--- config.mk ---
export PLATFORM = sky130hd
export DESIGN_NAME = id_fetch_queue_flat
export DESIGN_NICKNAME = d
export VERILOG_FILES = /design/src/rtl/id_fetch_queue_pkg.sv /design/src/rtl/id_fetch_queue_if.sv /design/src/rtl/id_fetch_queue_instr_predecode.sv /design/src/rtl/id_fetch_queue.sv /design/src/flat_wrapper.sv
export SDC_FILE = /design/constraint.sdc
export NUM_CORES = 1
export LEC_CHECK = 0
export ABC_AREA = 1
export BUFFER_PORTS_ARGS = -buffer_cell sky130_fd_sc_hd__buf_2
export CELL_PAD_IN_SITES_DETAIL_PLACEMENT = 0
export CELL_PAD_IN_SITES_GLOBAL_PLACEMENT = 1
export CORE_MARGIN = 5
export CORE_UTILIZATION = 35
export CTS_BUF_LIST = sky130_fd_sc_hd__clkbuf_4 sky130_fd_sc_hd__clkbuf_8
export DETAILED_ROUTE_END_ITERATION = 16
export PLACE_DENSITY = 0.71
export SLEW_MARGIN = 40
export SYNTH_ARGS = -nofsm -noshare
export SYNTH_HDL_FRONTEND = slang
export SYNTH_SLANG_ARGS = --single-unit
--- constraint.sdc ---
create_clock -name clk -period 3.75 [get_ports clk]
set_clock_uncertainty 0.15 [all_clocks]
set_input_delay 0.75 -clock clk [delete_from_list [all_inputs] [get_ports clk]]
set_output_delay 0.75 -clock clk [all_outputs]
set_load 0.02 [all_outputs]
--- src/rtl/id_fetch_queue_pkg.sv ---
// id_fetch_queue_pkg: RV64I opcode constants, immediate formats and opcode helpers shared by ID logic
package id_fetch_queue_pkg;
  localparam logic [31:0] NOP_INSTR     = 32'h0000_0013;
  localparam logic [6:0]  OPC_LOAD      = 7'b0000011;
  localparam logic [6:0]  OPC_MISC_MEM  = 7'b0001111;
  localparam logic [6:0]  OPC_OP_IMM    = 7'b0010011;
  localparam logic [6:0]  OPC_AUIPC     = 7'b0010111;
  localparam logic [6:0]  OPC_OP_IMM_32 = 7'b0011011;
  localparam logic [6:0]  OPC_STORE     = 7'b0100011;
  localparam logic [6:0]  OPC_OP        = 7'b0110011;
  localparam logic [6:0]  OPC_LUI       = 7'b0110111;
  localparam logic [6:0]  OPC_OP_32     = 7'b0111011;
  localparam logic [6:0]  OPC_BRANCH    = 7'b1100011;
  localparam logic [6:0]  OPC_JALR      = 7'b1100111;
  localparam logic [6:0]  OPC_JAL       = 7'b1101111;
  localparam logic [6:0]  OPC_SYSTEM    = 7'b1110011;

  typedef enum logic [2:0] {FMT_R, FMT_I, FMT_S, FMT_B, FMT_U, FMT_J} imm_fmt_e;

  // Unsupported opcodes map to FMT_R so they carry a zero immediate.
  function automatic imm_fmt_e imm_fmt(input logic [6:0] opc);
    case (opc)
      OPC_LOAD, OPC_OP_IMM, OPC_OP_IMM_32, OPC_JALR, OPC_SYSTEM: return FMT_I;
      OPC_STORE:            return FMT_S;
      OPC_BRANCH:           return FMT_B;
      OPC_LUI, OPC_AUIPC:   return FMT_U;
      OPC_JAL:              return FMT_J;
      default:              return FMT_R;
    endcase
  endfunction

  function automatic logic opc_legal(input logic [6:0] opc);
    case (opc)
      OPC_LOAD, OPC_MISC_MEM, OPC_OP_IMM, OPC_AUIPC, OPC_OP_IMM_32, OPC_STORE, OPC_OP,
      OPC_LUI, OPC_OP_32, OPC_BRANCH, OPC_JALR, OPC_JAL, OPC_SYSTEM: return 1'b1;
      default: return 1'b0;
    endcase
  endfunction
endpackage

--- src/rtl/id_fetch_queue_if.sv ---
// id_fetch_queue_if: IF->ID beat channel {instr, pc} with valid from IF and ready back from ID
//   instr/pc/valid : driven by the IF stage (master)
//   ready          : driven by the ID queue (slave)
interface id_fetch_queue_if;
  logic [31:0] instr;
  logic [63:0] pc;
  logic        valid;
  logic        ready;
  modport master (output instr, pc, valid, input ready);
  modport slave  (input instr, pc, valid, output ready);
endinterface

--- src/rtl/id_fetch_queue_instr_predecode.sv ---
// instr_predecode: combinational RV64I field extraction, immediate generation and class flags
//   instr in; opcode/rd/funct3/rs1/rs2/imm/is_branch/is_jump/illegal out
module instr_predecode
  import id_fetch_queue_pkg::*;
(
  input  logic [31:0] instr,
  output logic [6:0]  opcode,
  output logic [4:0]  rd,
  output logic [2:0]  funct3,
  output logic [4:0]  rs1,
  output logic [4:0]  rs2,
  output logic [63:0] imm,
  output logic        is_branch,
  output logic        is_jump,
  output logic        illegal
);
  imm_fmt_e fmt;
  assign opcode    = instr[6:0];
  assign rd        = instr[11:7];
  assign funct3    = instr[14:12];
  assign rs1       = instr[19:15];
  assign rs2       = instr[24:20];
  assign fmt       = imm_fmt(opcode);
  assign is_branch = opcode == OPC_BRANCH;
  assign is_jump   = opcode == OPC_JAL || opcode == OPC_JALR;
  assign illegal   = !opc_legal(opcode) || instr[1:0] != 2'b11;
  always_comb begin
    imm = '0;
    case (fmt)
      FMT_I:   imm = {{52{instr[31]}}, instr[31:20]};
      FMT_S:   imm = {{52{instr[31]}}, instr[31:25], instr[11:7]};
      FMT_B:   imm = {{51{instr[31]}}, instr[31], instr[7], instr[30:25], instr[11:8], 1'b0};
      FMT_U:   imm = {{32{instr[31]}}, instr[31:12], 12'b0};
      FMT_J:   imm = {{43{instr[31]}}, instr[31], instr[19:12], instr[20], instr[30:21], 1'b0};
      default: imm = '0;
    endcase
  end
endmodule

--- src/rtl/id_fetch_queue.sv ---
// id_fetch_queue: in-order DEPTH-entry IF->ID beat queue with flush and pre-decoded head
//   clk, rst_n       : clock, asynchronous active-low reset
//   if_bus (slave)   : IF beats {instr, pc, valid}, ready back-pressure
//   i_flush          : EX redirect, empties the queue (highest priority)
//   i_ex_ready       : downstream consumes the head this cycle
//   o_dec_*          : head entry (forced NOP / pc 0 when empty) and its decoded fields
module id_fetch_queue
  import id_fetch_queue_pkg::*;
#(
  parameter int DEPTH = 4
) (
  input  logic               clk,
  input  logic               rst_n,
  id_fetch_queue_if.slave    if_bus,
  input  logic               i_flush,
  input  logic               i_ex_ready,
  output logic               o_dec_valid,
  output logic [31:0]        o_dec_instr,
  output logic [63:0]        o_dec_pc,
  output logic [6:0]         o_opcode,
  output logic [4:0]         o_rd,
  output logic [2:0]         o_funct3,
  output logic [4:0]         o_rs1,
  output logic [4:0]         o_rs2,
  output logic [63:0]        o_imm,
  output logic               o_is_branch,
  output logic               o_is_jump,
  output logic               o_illegal
);
  localparam int PTR_W = $clog2(DEPTH);
  logic [31:0]    instr_q [DEPTH];
  logic [63:0]    pc_q    [DEPTH];
  logic [PTR_W-1:0] wr_ptr, rd_ptr;
  logic [PTR_W:0]   count;
  logic push, pop;
  assign if_bus.ready = count != (PTR_W+1)'(DEPTH);
  assign o_dec_valid  = count != '0;
  assign push = if_bus.valid & if_bus.ready & ~i_flush;
  assign pop  = o_dec_valid & i_ex_ready & ~i_flush;
  assign o_dec_instr  = o_dec_valid ? instr_q[rd_ptr] : NOP_INSTR;
  assign o_dec_pc     = o_dec_valid ? pc_q[rd_ptr] : '0;
  always_ff @(posedge clk or negedge rst_n) begin
    if (!rst_n) begin
      wr_ptr <= '0;
      rd_ptr <= '0;
      count  <= '0;
      for (int i = 0; i < DEPTH; i++) begin
        instr_q[i] <= NOP_INSTR;
        pc_q[i]    <= '0;
      end
    end else if (i_flush) begin
      wr_ptr <= '0;
      rd_ptr <= '0;
      count  <= '0;
    end else begin
      if (push) begin
        instr_q[wr_ptr] <= if_bus.instr;
        pc_q[wr_ptr]    <= if_bus.pc;
        wr_ptr          <= wr_ptr + PTR_W'(1);
      end
      if (pop) rd_ptr <= rd_ptr + PTR_W'(1);
      count <= count + (PTR_W+1)'(push) - (PTR_W+1)'(pop);
    end
  end
  instr_predecode u_predecode (
    .instr     (o_dec_instr),
    .opcode    (o_opcode),
    .rd        (o_rd),
    .funct3    (o_funct3),
    .rs1       (o_rs1),
    .rs2       (o_rs2),
    .imm       (o_imm),
    .is_branch (o_is_branch),
    .is_jump   (o_is_jump),
    .illegal   (o_illegal)
  );
endmodule

--- src/flat_wrapper.sv ---
// flat-port wrapper written by rule: the top's interface ports become plain ports
module id_fetch_queue_flat import id_fetch_queue_pkg::*;
#(
  parameter int DEPTH = 4
)
  (clk, rst_n, i_flush, i_ex_ready, o_dec_valid, o_dec_instr, o_dec_pc, o_opcode, o_rd, o_funct3, o_rs1, o_rs2, o_imm, o_is_branch, o_is_jump, o_illegal, if_bus_instr, if_bus_pc, if_bus_valid, if_bus_ready);
  id_fetch_queue_if if_bus_i ();
  input  logic clk;
  input  logic rst_n;
  input  logic i_flush;
  input  logic i_ex_ready;
  output logic o_dec_valid;
  output logic [31:0] o_dec_instr;
  output logic [63:0] o_dec_pc;
  output logic [6:0] o_opcode;
  output logic [4:0] o_rd;
  output logic [2:0] o_funct3;
  output logic [4:0] o_rs1;
  output logic [4:0] o_rs2;
  output logic [63:0] o_imm;
  output logic o_is_branch;
  output logic o_is_jump;
  output logic o_illegal;
  input wire logic [$bits(if_bus_i.instr)-1:0] if_bus_instr;
  input wire logic [$bits(if_bus_i.pc)-1:0] if_bus_pc;
  input wire logic [$bits(if_bus_i.valid)-1:0] if_bus_valid;
  output wire logic [$bits(if_bus_i.ready)-1:0] if_bus_ready;
  assign if_bus_i.instr = if_bus_instr;
  assign if_bus_i.pc = if_bus_pc;
  assign if_bus_i.valid = if_bus_valid;
  assign if_bus_ready = if_bus_i.ready;
  id_fetch_queue #(.DEPTH(DEPTH)) u_core (.clk(clk), .rst_n(rst_n), .if_bus(if_bus_i), .i_flush(i_flush), .i_ex_ready(i_ex_ready), .o_dec_valid(o_dec_valid), .o_dec_instr(o_dec_instr), .o_dec_pc(o_dec_pc), .o_opcode(o_opcode), .o_rd(o_rd), .o_funct3(o_funct3), .o_rs1(o_rs1), .o_rs2(o_rs2), .o_imm(o_imm), .o_is_branch(o_is_branch), .o_is_jump(o_is_jump), .o_illegal(o_illegal));
endmodule
* Yosys cells after proc, flatten, opt, wreduce, memory -nomap -nowiden
Index checks and enable logic that the tools add are counted.
** Operators by class
- Bitwise logic cells :: 7
- Equality and inequality tests :: 20
- Add/sub/neg operators :: 4
- Muxes and demuxes :: 22
- Reductions and logical operators :: 11
- $lt $le $gt $ge :: 3
** Operators by type and width (number)
- 64-bit case mux with 5 select lines :: 1
- 256-bit bitwise mux :: 1
- 64-bit 2-to-1 mux :: 4
- 64-bit binary-select mux with 2-bit select :: 1
- 128-bit bitwise mux :: 1
- 64-bit demux with 2-bit select :: 1
- 32-bit 2-to-1 mux :: 4
- 32-bit binary-select mux with 2-bit select :: 1
- 32-bit demux with 2-bit select :: 1
- 7-bit by 6-bit equality test with 1-bit output, second input constant :: 4
- 7-bit equality test, second input constant :: 4
- 7-bit by 5-bit equality test with 1-bit output, second input constant :: 3
- 3-bit case mux with 5 select lines :: 1
- 13-bit OR reduction :: 1
- 2-bit 2-to-1 mux :: 4
- 7-bit by 2-bit equality test with 1-bit output, second input constant :: 1
- 7-bit by 4-bit equality test with 1-bit output, second input constant :: 1
- 3-bit by 2-bit equality test with 1-bit output, second input constant :: 2
- 3-bit equality test, second input constant :: 2
- 3-bit greater-or-equal comparator, second input constant :: 2
- 2-bit inverter with 3-bit output :: 2
- 5-bit OR reduction :: 1
- 2-bit by 1-bit adder with 2-bit output, second input constant :: 2
- 1-bit bitwise AND :: 4
- other kinds (16) :: 18
** Word-level totals
- Word-level logic and storage cells :: 78
- Output and inout port bits :: 190
- Input port bits :: 101
- Register bits after elaboration :: 391

* Depth between registers and ports, before layout
Gate-level depths: netlist of the first run.
- Depth in word-level cells :: 10
- Depth in mapped cells :: 16
- Gate-level depth less buffers :: 13

* Cells and area by module
Synthesis of the first run repeated with hierarchy kept, for this count alone.
** Unflattened totals
- Cell total of the unflattened synthesis :: 2803
- Area total of the unflattened synthesis :: 21022.7 µm²
** By module, submodules not included
- id_fetch_queue :: cells each 2512, instances 1, area each 19444.9 µm², sequential area each 9799.4 µm²
- instr_predecode :: cells each 291, instances 1, area each 1577.8 µm², sequential area each 0.0 µm²

* Worst setup path after synthesis of the first run
Ideal clock, no wire load.
- Kind :: register to output
- Start point :: register u_core.rd_ptr[1]
- End point :: output o_imm[32]
- Path buffers :: 3
- Data required time :: 2850 ps
- Slack :: 534 ps
- Arrival time :: 2316 ps
- Stages on the path, launching flop included :: 15
- Path through :: dfrtp_1 > buf_4 > nand3_1 > nand2_1 > nand2_1 > nand2_2 > nor2_4 > nand2_1 > nand2_1 > nand2_1 > nand2_4 > nand2_2 > buf_6 > nand2_2 > buf_4
** On the way
- Longest elaborated chain between the ends :: 10
- Elaborated cells between the ends (all ways) :: 24
- Those cells by class :: eq/ne: 15; mux: 6; bitwise: 1; reduce/logical: 2
** Ends and longest elaborated chain
- start: declaration :: RTL line id_fetch_queue.sv:33 : logic [PTR_W-1:0] wr_ptr, rd_ptr;
- start signal: assignment :: RTL line id_fetch_queue.sv:61 : if (pop) rd_ptr <= rd_ptr + PTR_W'(1);
- 2-bit inverter with 3-bit output (implied by the code) (*) :: RTL line id_fetch_queue.sv:40 : assign o_dec_instr = o_dec_valid ? instr_q[rd_ptr] : NOP_INSTR;
- 32-bit binary-select mux with 2-bit select (*) :: RTL line id_fetch_queue.sv:40
- 32-bit 2-to-1 mux (implied by the code) (*) (2 in series) :: RTL line id_fetch_queue.sv:40
- 32-bit 2-to-1 mux (*) :: RTL line id_fetch_queue.sv:40
- named net o_dec_instr[4] :: RTL line flat_wrapper.sv:13 : output logic [31:0] o_dec_instr;
- 7-bit equality test, or another cell as far along :: RTL line id_fetch_queue_pkg.sv:22 : case (opc)
- 5-bit OR reduction / 2-bit OR reduction (equally long branches) :: RTL line id_fetch_queue_pkg.sv:22
- 3-bit case mux with 5 select lines (*) :: RTL line id_fetch_queue_pkg.sv:22
- 3-bit equality test, or another cell as far along :: RTL line id_fetch_queue_instr_predecode.sv:29 : case (fmt)
- 64-bit case mux with 5 select lines (*) :: RTL line id_fetch_queue_instr_predecode.sv:29
- end: declaration :: RTL line flat_wrapper.sv:20 : output logic [63:0] o_imm;
Mark *: on every way through the listed nets, which the timed path passes. The rest lies on a longest branch. The select of a mux whose other input is x is not followed.

* Worst setup path in the final report of the first run
- Start point :: register u_core.rd_ptr[0]
- End point :: output o_imm[19]
** On the way
- Longest elaborated chain between the ends :: 10
- Elaborated cells between the ends (all ways) :: 24
- Those cells by class :: eq/ne: 15; mux: 6; bitwise: 1; reduce/logical: 2
** Ends and longest elaborated chain (RTL line)
- 2-bit inverter with 3-bit output (implied by the code) (*) :: id_fetch_queue.sv:40
- 32-bit binary-select mux with 2-bit select (*) :: id_fetch_queue.sv:40
- 32-bit 2-to-1 mux (implied by the code) (*) (2 in series) :: id_fetch_queue.sv:40
- 32-bit 2-to-1 mux (*) :: id_fetch_queue.sv:40
- 7-bit equality test, or another cell as far along :: id_fetch_queue_pkg.sv:22
- 5-bit OR reduction / 2-bit OR reduction (equally long branches) :: id_fetch_queue_pkg.sv:22
- 3-bit case mux with 5 select lines :: id_fetch_queue_pkg.sv:22
- 3-bit equality test, or another cell as far along :: id_fetch_queue_instr_predecode.sv:29
- 64-bit case mux with 5 select lines (*) :: id_fetch_queue_instr_predecode.sv:29
Mark *: on every way between the ends. The rest lies on a longest branch, timed or not. The select of a mux whose other input is x is not followed.

==> run_results.csv, run 1 <==
group,metric,value,unit
status,status,"complete, no violations",
route,wl_per_cell,17.2,microns
timing,tightest_slew,0.833,ns
route,routed_via_density,4.94,
cts,insertion_delay,0.62,ns
cts,clockRootBuffer,"clkbuf_8",
cts,cts.path.max_buffers,3,
timing,rsz0062_at_grt,"yes",
layout,area_growth,19.9,%
layout,nNetsFinal,2736,
min_path,hold_class,"in2reg",
floorplan,fp.dieW,242,microns
grt,gr-total-overflow,0,
timing,finalHoldViolations,0,
route,dr.pass1.iters,7,
layout,nFillCells,5473,
cts,cts.reportedPaths.clkPinSlew,0.06,ns
grt,grt_pass1_vias,16500,
logic_synthesis,yosys_warnings,0,
place,dpl.hpwl,34300,microns
cts,ctsHtreeMaxLevel,3,
grt,antenna_found_initial,7,
critical_path,worstSetupEndpoint,"o_imm[19]",
grt,grt.total_usage,0.194,
cts,clock-sinks,391,
grt,grt_first_pass_wirelength,92400,microns
logic_synthesis,synth.ff_latch_count,391,
floorplan,fp.dieH,242,microns
timing,setup_viol,0,
logic_synthesis,synth.distinct_cells,29,
logic_synthesis,synth_fp_nets,2529,
place,gp_congestion,0.847,
floorplan,ios,291,
cts,cts_tree,"yes",
logic_synthesis,async_flop_share,1.00,
floorplan,dieArea,58700,sq um
logic_synthesis,ys_seq_area_frac,0.518,
critical_path,end_kind,"output pin",
floorplan,core-area,53700,sq um
power_and_ir_drop,peakVddDrop,0.375,mV
power_and_ir_drop,pwr_density_cell,920,nW/um^2
grt,grt_max_degree,113,
route,final_antenna_net_count,0,
layout,final_layout_size_suffix_gt1_frac,0.208,
floorplan,rows,85,
critical_path,reg2regPathDepth,10,
critical_path,critPathLaunchType,"flip-flop",
critical_path,reg2reg_from,"u_core.count[1]$_DFF_PN0_",
route,drc,0,
layout,layoutNonFillerInstCount,3380,
job,cap_violations,0,
critical_path,r2r_slack,1.33,ns
critical_path,worstSetupPathType,"reg2out",
logic_synthesis,syn_inst,2421,
critical_path,cp_data_arrival_time,2.81,ns
cts,numCtsBuffers,71,
floorplan,start_util,0.352,
logic_synthesis,synth_ff_type,"dfrtp_1",
logic_synthesis,synth_edf_count,0,
layout,final_cell_mix,"574 x o21ai_0, 501 x nand2_1, 393 x nor2_1, 377 x dfrtp_1, 269 x buf_2",
place,numPortBuffers,290,
route,vias,16700,
critical_path,worst-path-max-fanout,22,
logic_synthesis,syn_area,18900,sq um
timing,max_slew_margin,0.445,
power_and_ir_drop,p_leak,11.4,nW
timing,finalCritPeriodShare,0.988,
power_and_ir_drop,p_total,20.9,mW
route,drt-total-wl,58200,microns
critical_path,crit_required,2.85,ns
critical_path,reg2reg_to,"u_core.count[2]$_DFF_PN0_",
logic_synthesis,syn_avg_cell_area,7.81,sq um
timing,drv_slew,0,
timing,fmax,0.270,GHz
layout,final_common_cell,"o21ai_0",
timing,period_needed,3.71,ns
timing,hold_ws,0.202,ns
route,drt-initial-drc-count,1306,
critical_path,startpoint,"u_core.rd_ptr[0]$_DFFE_PN0P_",
place,dpl.cell_count,3227,
kinds of logic (layout without fill, tap and decap cells):
kind of cell             count (synthesis)  after routing  synth area share
flip-flops                             391            391             0.518
buffers and inverters                  359            621            0.0896
AND/OR/NAND/NOR                        978            978             0.204
XOR/XNOR                                 1              1          0.000463
AO/OA/AOI/OAI                          685            685             0.182
other                                    0              1                 0
adder cells (fa/ha/maj)                  7              7           0.00503
layer usage:
| layer | vias up | wire (microns) | track usage |
|---|---|---|---|
| li1 | 8158 | - | - |
| met1 | 7922 | 26300 | 0.258 |
| met2 | 517 | 26800 | 0.315 |
| met3 | 91 | 3980 | 0.0471 |
| met4 | 10 | 1120 | 0.0579 |
| met5 | - | 75 | 0 |
worst max-delay path, stage by stage (launching register included):
cell and delay (ns):
dfrtp_4 0.56, buf_16 0.20, nand2_1 0.09, nand3_1 0.10, nand3_1 0.11, nand2_1 0.11
nor2_4 0.14, buf_6 0.12, nand2_1 0.07, nor2_4 0.20, buf_6 0.16, a21oi_1 0.06
nand2_1 0.11, buf_4 0.14
what timing repair did:
| item | in CTS | in global routing |
|---|---|---|
| endpoints found under the setup margin | 129 | 65 |
| resized for setup | 58 | 17 |
| cloned | 8 | 0 |
| hold buffers | 1 | 0 |
| pin swaps | 7 | 1 |
| buffers inserted | 13 | 0 |
| hold endpoints to repair | 63 | 0 |
sequential cells by signal, summed over array words and instances, names as in the netlist:
register	count
u_core.count	3
u_core.instr_q	128
u_core.wr_ptr	2
u_core.pc_q	256
u_core.rd_ptr	2
metrics by stage:
stage	setup WS, ns	util	instance area (sq um)	TNS [ns]
2_1_floorplan	0.534	-	18900	0
3_3_place_gp	0.297	0.382	20500	0
3_5_place_dp	0.252	0.382	20500	0
4_1_cts	-0.0351	0.421	22600	-1.36
5_1_grt	-0.145	0.422	22700	-7.68
6_report	0.0439	0.422	22700	0
synth_stat cells (all sizes together) (6+ instances only):
| cell | instances | area [sq um] |
|---|---|---|
| inv | 134 | 503 |
| nand2 | 529 | 2060 |
| o21ai | 583 | 2920 |
| ha | 6 | 75.1 |
| dfrtp | 379 | 9480 |
| nor2 | 401 | 1530 |
| nand3 | 47 | 258 |
| clkbuf | 98 | 369 |
| a21oi | 102 | 529 |
| buf | 126 | 817 |
| dfstp | 12 | 315 |
how the worst min path moves through the flow:
stage	slack [ns]	end	startpoint	cells after the start
final	0.20	u_core.count[0]$_DFF_PN0_	i_flush	2
after detailed placement	0.32	u_core.instr_q[13]$_DFFE_PN0P_	u_core.instr_q[13]$_DFFE_PN0P_	2
after floorplan	0.30	u_core.count[0]$_DFF_PN0_	rst_n	0
after global placement	0.31	u_core.pc_q[32]$_DFFE_PN0P_	u_core.pc_q[32]$_DFFE_PN0P_	2
after CTS	0.15	u_core.count[0]$_DFF_PN0_	i_flush	2
after global routing	0.19	u_core.count[0]$_DFF_PN0_	i_flush	2
cell type report:
| cell class | instances | area (sq um) | share of cell area |
|---|---|---|---|
| antenna | 1 | 2.50 | 0.000110 |
| clock buffer | 118 | 1480 | 0.0653 |
| clock inverter | 10 | 92.6 | 0.00408 |
| inverter | 135 | 533 | 0.0235 |
| multi-input combinational | 1671 | 7560 | 0.334 |
| sequential | 391 | 9810 | 0.433 |
| tap | 696 | 871 | 0.0384 |
| timing repair buffer | 356 | 2310 | 0.102 |
| timing repair inverter | 2 | 17.5 | 0.000773 |
where the power goes:
part	internal (mW)	switching [mW]	total, mW
Sequential	6.09	0.944	7.03
Combinational	3.10	6.33	9.43
Clock	2.51	1.88	4.39
Note: power is estimated with default switching activity, not from simulation.
==> inputs of run 2 (changes only) <==
--- a/config.mk
+++ b/config.mk
@@ -9,10 +9,12 @@
 export BUFFER_PORTS_ARGS = -buffer_cell sky130_fd_sc_hd__buf_2
 export CELL_PAD_IN_SITES_DETAIL_PLACEMENT = 0
 export CELL_PAD_IN_SITES_GLOBAL_PLACEMENT = 1
+export CORE_ASPECT_RATIO = 0.7
 export CORE_MARGIN = 5
 export CORE_UTILIZATION = 35
 export CTS_BUF_LIST = sky130_fd_sc_hd__clkbuf_4 sky130_fd_sc_hd__clkbuf_8
 export DETAILED_ROUTE_END_ITERATION = 16
+export GPL_TIMING_DRIVEN = 0
 export PLACE_DENSITY = 0.71
 export SLEW_MARGIN = 40
 export SYNTH_ARGS = -nofsm -noshare
==> run 2 against run 1 <==
Compared with the run above:
- the run now ends with negative setup slack left
- die area rose by 0.13%
- power grew 9.6%
- combinational power grew 26%
- global-route usage up 3.9 points
- critical endpoint is now o_imm[52]
- fmax fell by 2.4%
- register-to-register slack worse by 0.22 ns
- non-clock buffer count up 208
- clock power shrank 11%
- hold slack lost 0.0078 ns
- critical path depth increased by 4
- wire length rose by 19%
==> run_results.csv, run 2 (synthesized netlist as in run 1, its figures left out) <==
group,metric,value,unit
status,status,"complete, but fails checks",
status,violations,"negative setup slack",
cts,insertion_delay,0.63,ns
power_and_ir_drop,p_total,22.9,mW
critical_path,crit_chain,"clkinv_4, buf_12, buf_12, nand2_2, nand3_2, nand2_2, nand2_4, nand2_8, nor2_4, nand3_4, buf_6, o21ai_4, nor2_4, buf_12, nand2_8, buf_6, buf_6",
critical_path,crit_required,2.85,ns
critical_path,critPathLaunchType,"flip-flop",
floorplan,fp.dieW,288,microns
grt,gr-total-overflow,0,
layout,fin_area,24400,sq um
place,preCtsSetupSlack,-0.0860,ns
layout,area_growth,29.2,%
layout,multi_input_area,7990,sq um
route,vias,18300,
min_path,hp-start,"i_flush",
min_path,hold_class,"in2reg",
layout,final_cell_mix,"573 x o21ai_0, 486 x nand2_1, 391 x nor2_1, 377 x dfrtp_1, 247 x buf_2",
place,gp_congestion,0.835,
power_and_ir_drop,peakVddDrop,0.336,mV
grt,grt_max_degree,77,
critical_path,slowest_stage,"dfrtp_2",
route,dr.pass1.iters,7,
timing,finalHoldViolations,0,
layout,layoutNonFillerInstCount,3608,
floorplan,dieArea,58800,sq um
power_and_ir_drop,p_leak,12.1,nW
layout,final_layout_size_suffix_gt1_frac,0.254,
timing,drv_slew,0,
critical_path,reg2reg_to,"u_core.count[2]$_DFF_PN0_",
timing,hold_ws,0.194,ns
place,dpl_cell_area,21400,sq um
layout,nNetsFinal,2942,
floorplan,rows,71,
layout,regMostFlops,"u_core.pc_q",
timing,max_slew_margin,0.485,
route,routed_via_density,5.07,
layout,final_util,0.456,
timing,rsz0062_at_grt,"yes",
timing,period_needed,3.80,ns
route,final_antenna_net_count,0,
place,dpl.cell_count,3446,
timing,fmax,0.263,GHz
floorplan,start_util,0.353,
route,drc,0,
critical_path,cp_data_arrival_time,2.90,ns
grt,grt.total_usage,0.233,
cts,ctsHtreeMaxLevel,3,
layout,final_common_cell,"o21ai_0",
cts,clock-sinks,391,
floorplan,core-area,53600,sq um
floorplan,fp.dieH,204,microns
min_path,min_path_cells,2,
critical_path,worstSetupPathType,"reg2out",
critical_path,reg2regPathDepth,11,
route,wl_per_cell,19.2,microns
cts,cts_tree,"yes",
critical_path,worst-path-max-fanout,8,
grt,grt_pass1_vias,18000,
place,dpl.hpwl,47900,microns
route,drt-initial-drc-count,1756,
timing,tightest_slew,0.773,ns
critical_path,reg2reg_from,"u_core.count[1]$_DFF_PN0_",
timing,setup_viol,26,
timing,finalCritPeriodShare,1.01,
critical_path,end_kind,"output pin",
layout,largest_register_ffs,256,
layout,register_area,9800,sq um
cts,cts.path.max_buffers,3,
cts,clockRootBuffer,"clkbuf_8",
layout,nFillCells,5309,
critical_path,max_stage_delay,0.45,ns
cts,numCtsBuffers,67,
power_and_ir_drop,pwr_density_cell,937,nW/um^2
route,drt-total-wl,69400,microns
min_path,whs_endpoint,"u_core.count[0]$_DFF_PN0_",
floorplan,ios,291,
job,cap_violations,0,
grt,grt_first_pass_wirelength,107000,microns
critical_path,r2r_slack,1.11,ns
place,numPortBuffers,290,
grt,antenna_found_initial,1,
timing,fin_setup_tns,-0.798,ns
layout,top_regs,"u_core.pc_q (256), u_core.instr_q (128), u_core.count (3)",
cts,cts.reportedPaths.clkPinSlew,0.07,ns
timing,fin_ws,-0.0462,ns
[run 2: worst max-delay path by stage]
| stage | slack, ns | to | from |
|---|---|---|---|
| final | -0.05 | o_imm[52] | u_core.rd_ptr[0]$_DFFE_PN0P_ |
| after detailed placement | -0.09 | o_imm[46] | u_core.count[1]$_DFF_PN0_ |
| after CTS | -0.06 | o_imm[57] | u_core.rd_ptr[0]$_DFFE_PN0P_ |
| after global placement | -6.09 | u_core.pc_q[68]$_DFFE_PN0P_ | rst_n |
| after floorplan | 0.53 | o_imm[32] | u_core.rd_ptr[1]$_DFFE_PN0P_ |
| after global routing | -0.18 | o_imm[40] | u_core.rd_ptr[0]$_DFFE_PN0P_ |
[run 2: timing repair]
action,4_1_cts,5_1_grt
pin swaps,24,40
hold endpoints to repair,64,0
hold buffers,1,0
cloned,5,1
resized for setup,244,130
buffers inserted,33,13
endpoints found under the setup margin,160,126
[run 2: critical path: cells and delay by family, from the launching register on]
kind | cells | cell delay, ns
AND/OR/NAND/NOR | 9 | 0.85
buffers and inverters | 7 | 0.86
AO/OA/AOI/OAI | 1 | 0.07
flip-flops | 1 | 0.45
[run 2: layout make-up]
| type | instances | area share |
|---|---|---|
| Clock inverter | 14 | 0.00354 |
| Inverter | 135 | 0.0215 |
| Buffer | 223 | 0.0614 |
| Antenna cell | 2 | 0.000205 |
| Sequential cell | 391 | 0.402 |
| Multi-Input combinational cell | 1675 | 0.327 |
| Timing Repair Buffer | 341 | 0.0965 |
| Clock buffer | 97 | 0.0506 |
| Tap cell | 730 | 0.0374 |
[run 2: per-layer routing]
layer	global-route usage	vias to the layer above	part of all wire
met5	0	-	0
met4	0.0611	0	0.021
met3	0.0435	107	0.065
met2	0.351	631	0.44
met1	0.345	8971	0.47
li1	-	8583	-
[run 2: where the power goes]
group	leakage [nW]	internal (mW)	switching, mW
registers	5.00	6.08	0.965
logic	6.42	4.58	7.31
clock network	0.705	2.11	1.80
total	12.1	12.8	10.1
==> inputs of run 3 (changes only) <==
--- a/config.mk
+++ b/config.mk
@@ -16,6 +16,7 @@
 export DETAILED_ROUTE_END_ITERATION = 16
 export GPL_TIMING_DRIVEN = 0
 export PLACE_DENSITY = 0.71
+export REMOVE_ABC_BUFFERS = 1
 export SLEW_MARGIN = 40
 export SYNTH_ARGS = -nofsm -noshare
 export SYNTH_HDL_FRONTEND = slang
==> run 3 against run 2 <==
Compared with the run above:
- wire length fell by 10%
- the flow still finishes with violations (negative setup slack)
- core utilization rose by 0.22 points
- combinational power barely moved
- cell count fell by 3.7%
- first-iteration DRC count fell by 33%
- power rose by 1.2%
- clock power rose by 6.1%
- fmax fell by 1.6%
- largest power group unchanged
- sequential share of layout area fell by 0.17 points
- sequential power barely moved
==> run_results.csv, run 3 (synthesized netlist as in run 1, its figures left out) <==
group,metric,value,unit
status,status,"complete, but fails checks",
status,violations,"negative setup slack",
power_and_ir_drop,pwr_density_cell,944,nW/um^2
min_path,hold_class,"in2reg",
critical_path,startpoint,"u_core.rd_ptr[0]$_DFFE_PN0P_",
layout,area_growth,29.8,%
floorplan,start_util,0.353,
route,final_antenna_net_count,0,
floorplan,rows,71,
route,drt-initial-drc-count,1182,
place,gp_congestion,0.760,
critical_path,r2r_slack,1.11,ns
job,cap_violations,0,
cts,insertion_delay,0.64,ns
timing,tightest_slew,0.594,ns
timing,finalCritPeriodShare,1.03,
cts,numCtsBuffers,68,
layout,largest_register_ffs,256,
timing,period_needed,3.86,ns
floorplan,ios,291,
route,drt-total-wl,62200,microns
layout,nNetsFinal,2805,
floorplan,fp.dieW,288,microns
timing,hold_ws,0.188,ns
layout,final_cell_mix,"567 x o21ai_0, 474 x nand2_1, 391 x nor2_1, 377 x dfrtp_1, 224 x buf_2",
layout,final_layout_size_suffix_gt1_frac,0.245,
critical_path,critPathLaunchType,"flip-flop",
grt,grt_pass1_vias,16700,
cts,cts_tree,"yes",
critical_path,crit_required,2.85,ns
timing,fin_ws,-0.107,ns
timing,rsz0062_at_grt,"yes",
cts,cts.reportedPaths.clkPinSlew,0.07,ns
layout,multi_input_area,8000,sq um
critical_path,reg2reg_from,"u_core.count[1]$_DFF_PN0_",
critical_path,worstSetupPathType,"reg2out",
route,routed_via_density,4.98,
floorplan,fp.dieH,204,microns
place,dpl.hpwl,33800,microns
floorplan,core-area,53600,sq um
min_path,min_path_cells,2,
route,drc,0,
grt,grt.total_usage,0.207,
place,preCtsSetupSlack,-1.44,ns
critical_path,worstSetupEndpoint,"o_imm[49]",
critical_path,cp_data_arrival_time,2.96,ns
critical_path,end_kind,"output pin",
power_and_ir_drop,p_total,23.1,mW
critical_path,worst-path-max-fanout,8,
grt,grt_first_pass_wirelength,95900,microns
route,dr.pass1.iters,5,
timing,fmax,0.259,GHz
grt,gr-total-overflow,0,
power_and_ir_drop,p_leak,12.1,nW
route,wl_per_cell,17.9,microns
critical_path,reg2regPathDepth,9,
layout,top_regs,"u_core.pc_q (256), u_core.instr_q (128), u_core.count (3)",
critical_path,reg2reg_to,"u_core.pc_q[235]$_DFFE_PN0P_",
route,vias,17300,
cts,cts.path.max_buffers,3,
power_and_ir_drop,peakVddDrop,0.354,mV
timing,setup_viol,64,
place,numPortBuffers,290,
layout,final_common_cell,"o21ai_0",
cts,ctsHtreeMaxLevel,3,
cts,clockRootBuffer,"clkbuf_8",
cts,clock-sinks,391,
floorplan,dieArea,58800,sq um
timing,max_slew_margin,0.604,
layout,regMostFlops,"u_core.pc_q",
layout,nFillCells,5264,
grt,antenna_found_initial,8,
grt,grt_max_degree,77,
timing,drv_slew,0,
timing,finalHoldViolations,0,
layout,register_area,9810,sq um
-- run 3: cell count changes in the layout (fill, tap and decap cells not counted), moves of 12 or more --
cell | previous run | this run
clkbuf_1 | 84 | 0
buf_4 | 108 | 74
a21oi_2 | 38 | 9
a21oi_1 | 62 | 90
buf_2 | 247 | 224
buf_6 | 83 | 60
buf_12 | 8 | 26
nand2_2 | 16 | 34
nand2_1 | 486 | 474
-- run 3: cell type report --
type                       count  area share
sequential                   391       0.400
multi-input combinational   1680       0.326
timing repair buffer         415       0.152
clock buffer                 110      0.0559
tap                          730      0.0372
inverter                     135      0.0236
clock inverter                 6     0.00286
timing repair inverter         6     0.00255
antenna                        3    0.000306
-- run 3: worst max-delay path, stage by stage, from the launching register on --
cell	delay, ns
dfrtp_4	0.53
buf_16	0.18
inv_16	0.08
buf_6	0.10
nand2_1	0.06
nand3_2	0.06
nand2_2	0.07
nand2_4	0.09
nand2_8	0.08
nor2_4	0.21
buf_12	0.15
nand2_8	0.05
nand2_8	0.06
buf_12	0.12
nand2_8	0.13
nand2_8	0.15
buf_4	0.16
-- run 3: report_power, final --
part           switching (mW)  internal [mW]
sequential              0.954           6.09
clock                    1.79           2.37
combinational            7.25           4.70
-- run 3: worst min-delay path by stage --
stage / startpoint / to
5_1_grt: i_flush / u_core.count[1]$_DFF_PN0_
2_1_floorplan: rst_n / u_core.count[0]$_DFF_PN0_
6_report: i_flush / u_core.count[0]$_DFF_PN0_
3_5_place_dp: u_core.pc_q[141]$_DFFE_PN0P_ / u_core.pc_q[141]$_DFFE_PN0P_
4_1_cts: i_flush / u_core.count[0]$_DFF_PN0_
3_3_place_gp: u_core.pc_q[27]$_DFFE_PN0P_ / u_core.pc_q[27]$_DFFE_PN0P_
-- run 3: stage by stage --
stage / setup TNS [ns] / area, sq um / instances / util
final: -3.58 / 24500 / 3476 / 0.458
after floorplan: -898.26 / 17700 / 2197 / -
after CTS: -6.68 / 24100 / 3455 / 0.450
after global routing: -12.70 / 24500 / 3475 / 0.458
after detailed placement: -77.13 / 20800 / 3247 / 0.389
after global placement: -5510.47 / 20100 / 3217 / 0.375
-- run 3: layer usage --
metal / share of wire / track usage / wire length, microns
met3: 0.060 / 0.0450 / 3720
met1: 0.47 / 0.297 / 29200
met4: 0.016 / 0.0396 / 966
met5: 0.00080 / 0 / 50
met2: 0.45 / 0.327 / 28300
-- run 3: what timing repair did --
action                                 4_1_cts  5_1_grt
setup endpoints to repair                  155       65
hold buffers                                 1        0
gates resized for setup                    193       67
endpoints found under the hold margin       29        0
pin swaps                                   31       30
buffers inserted                            65       16
cloned                                      26        2
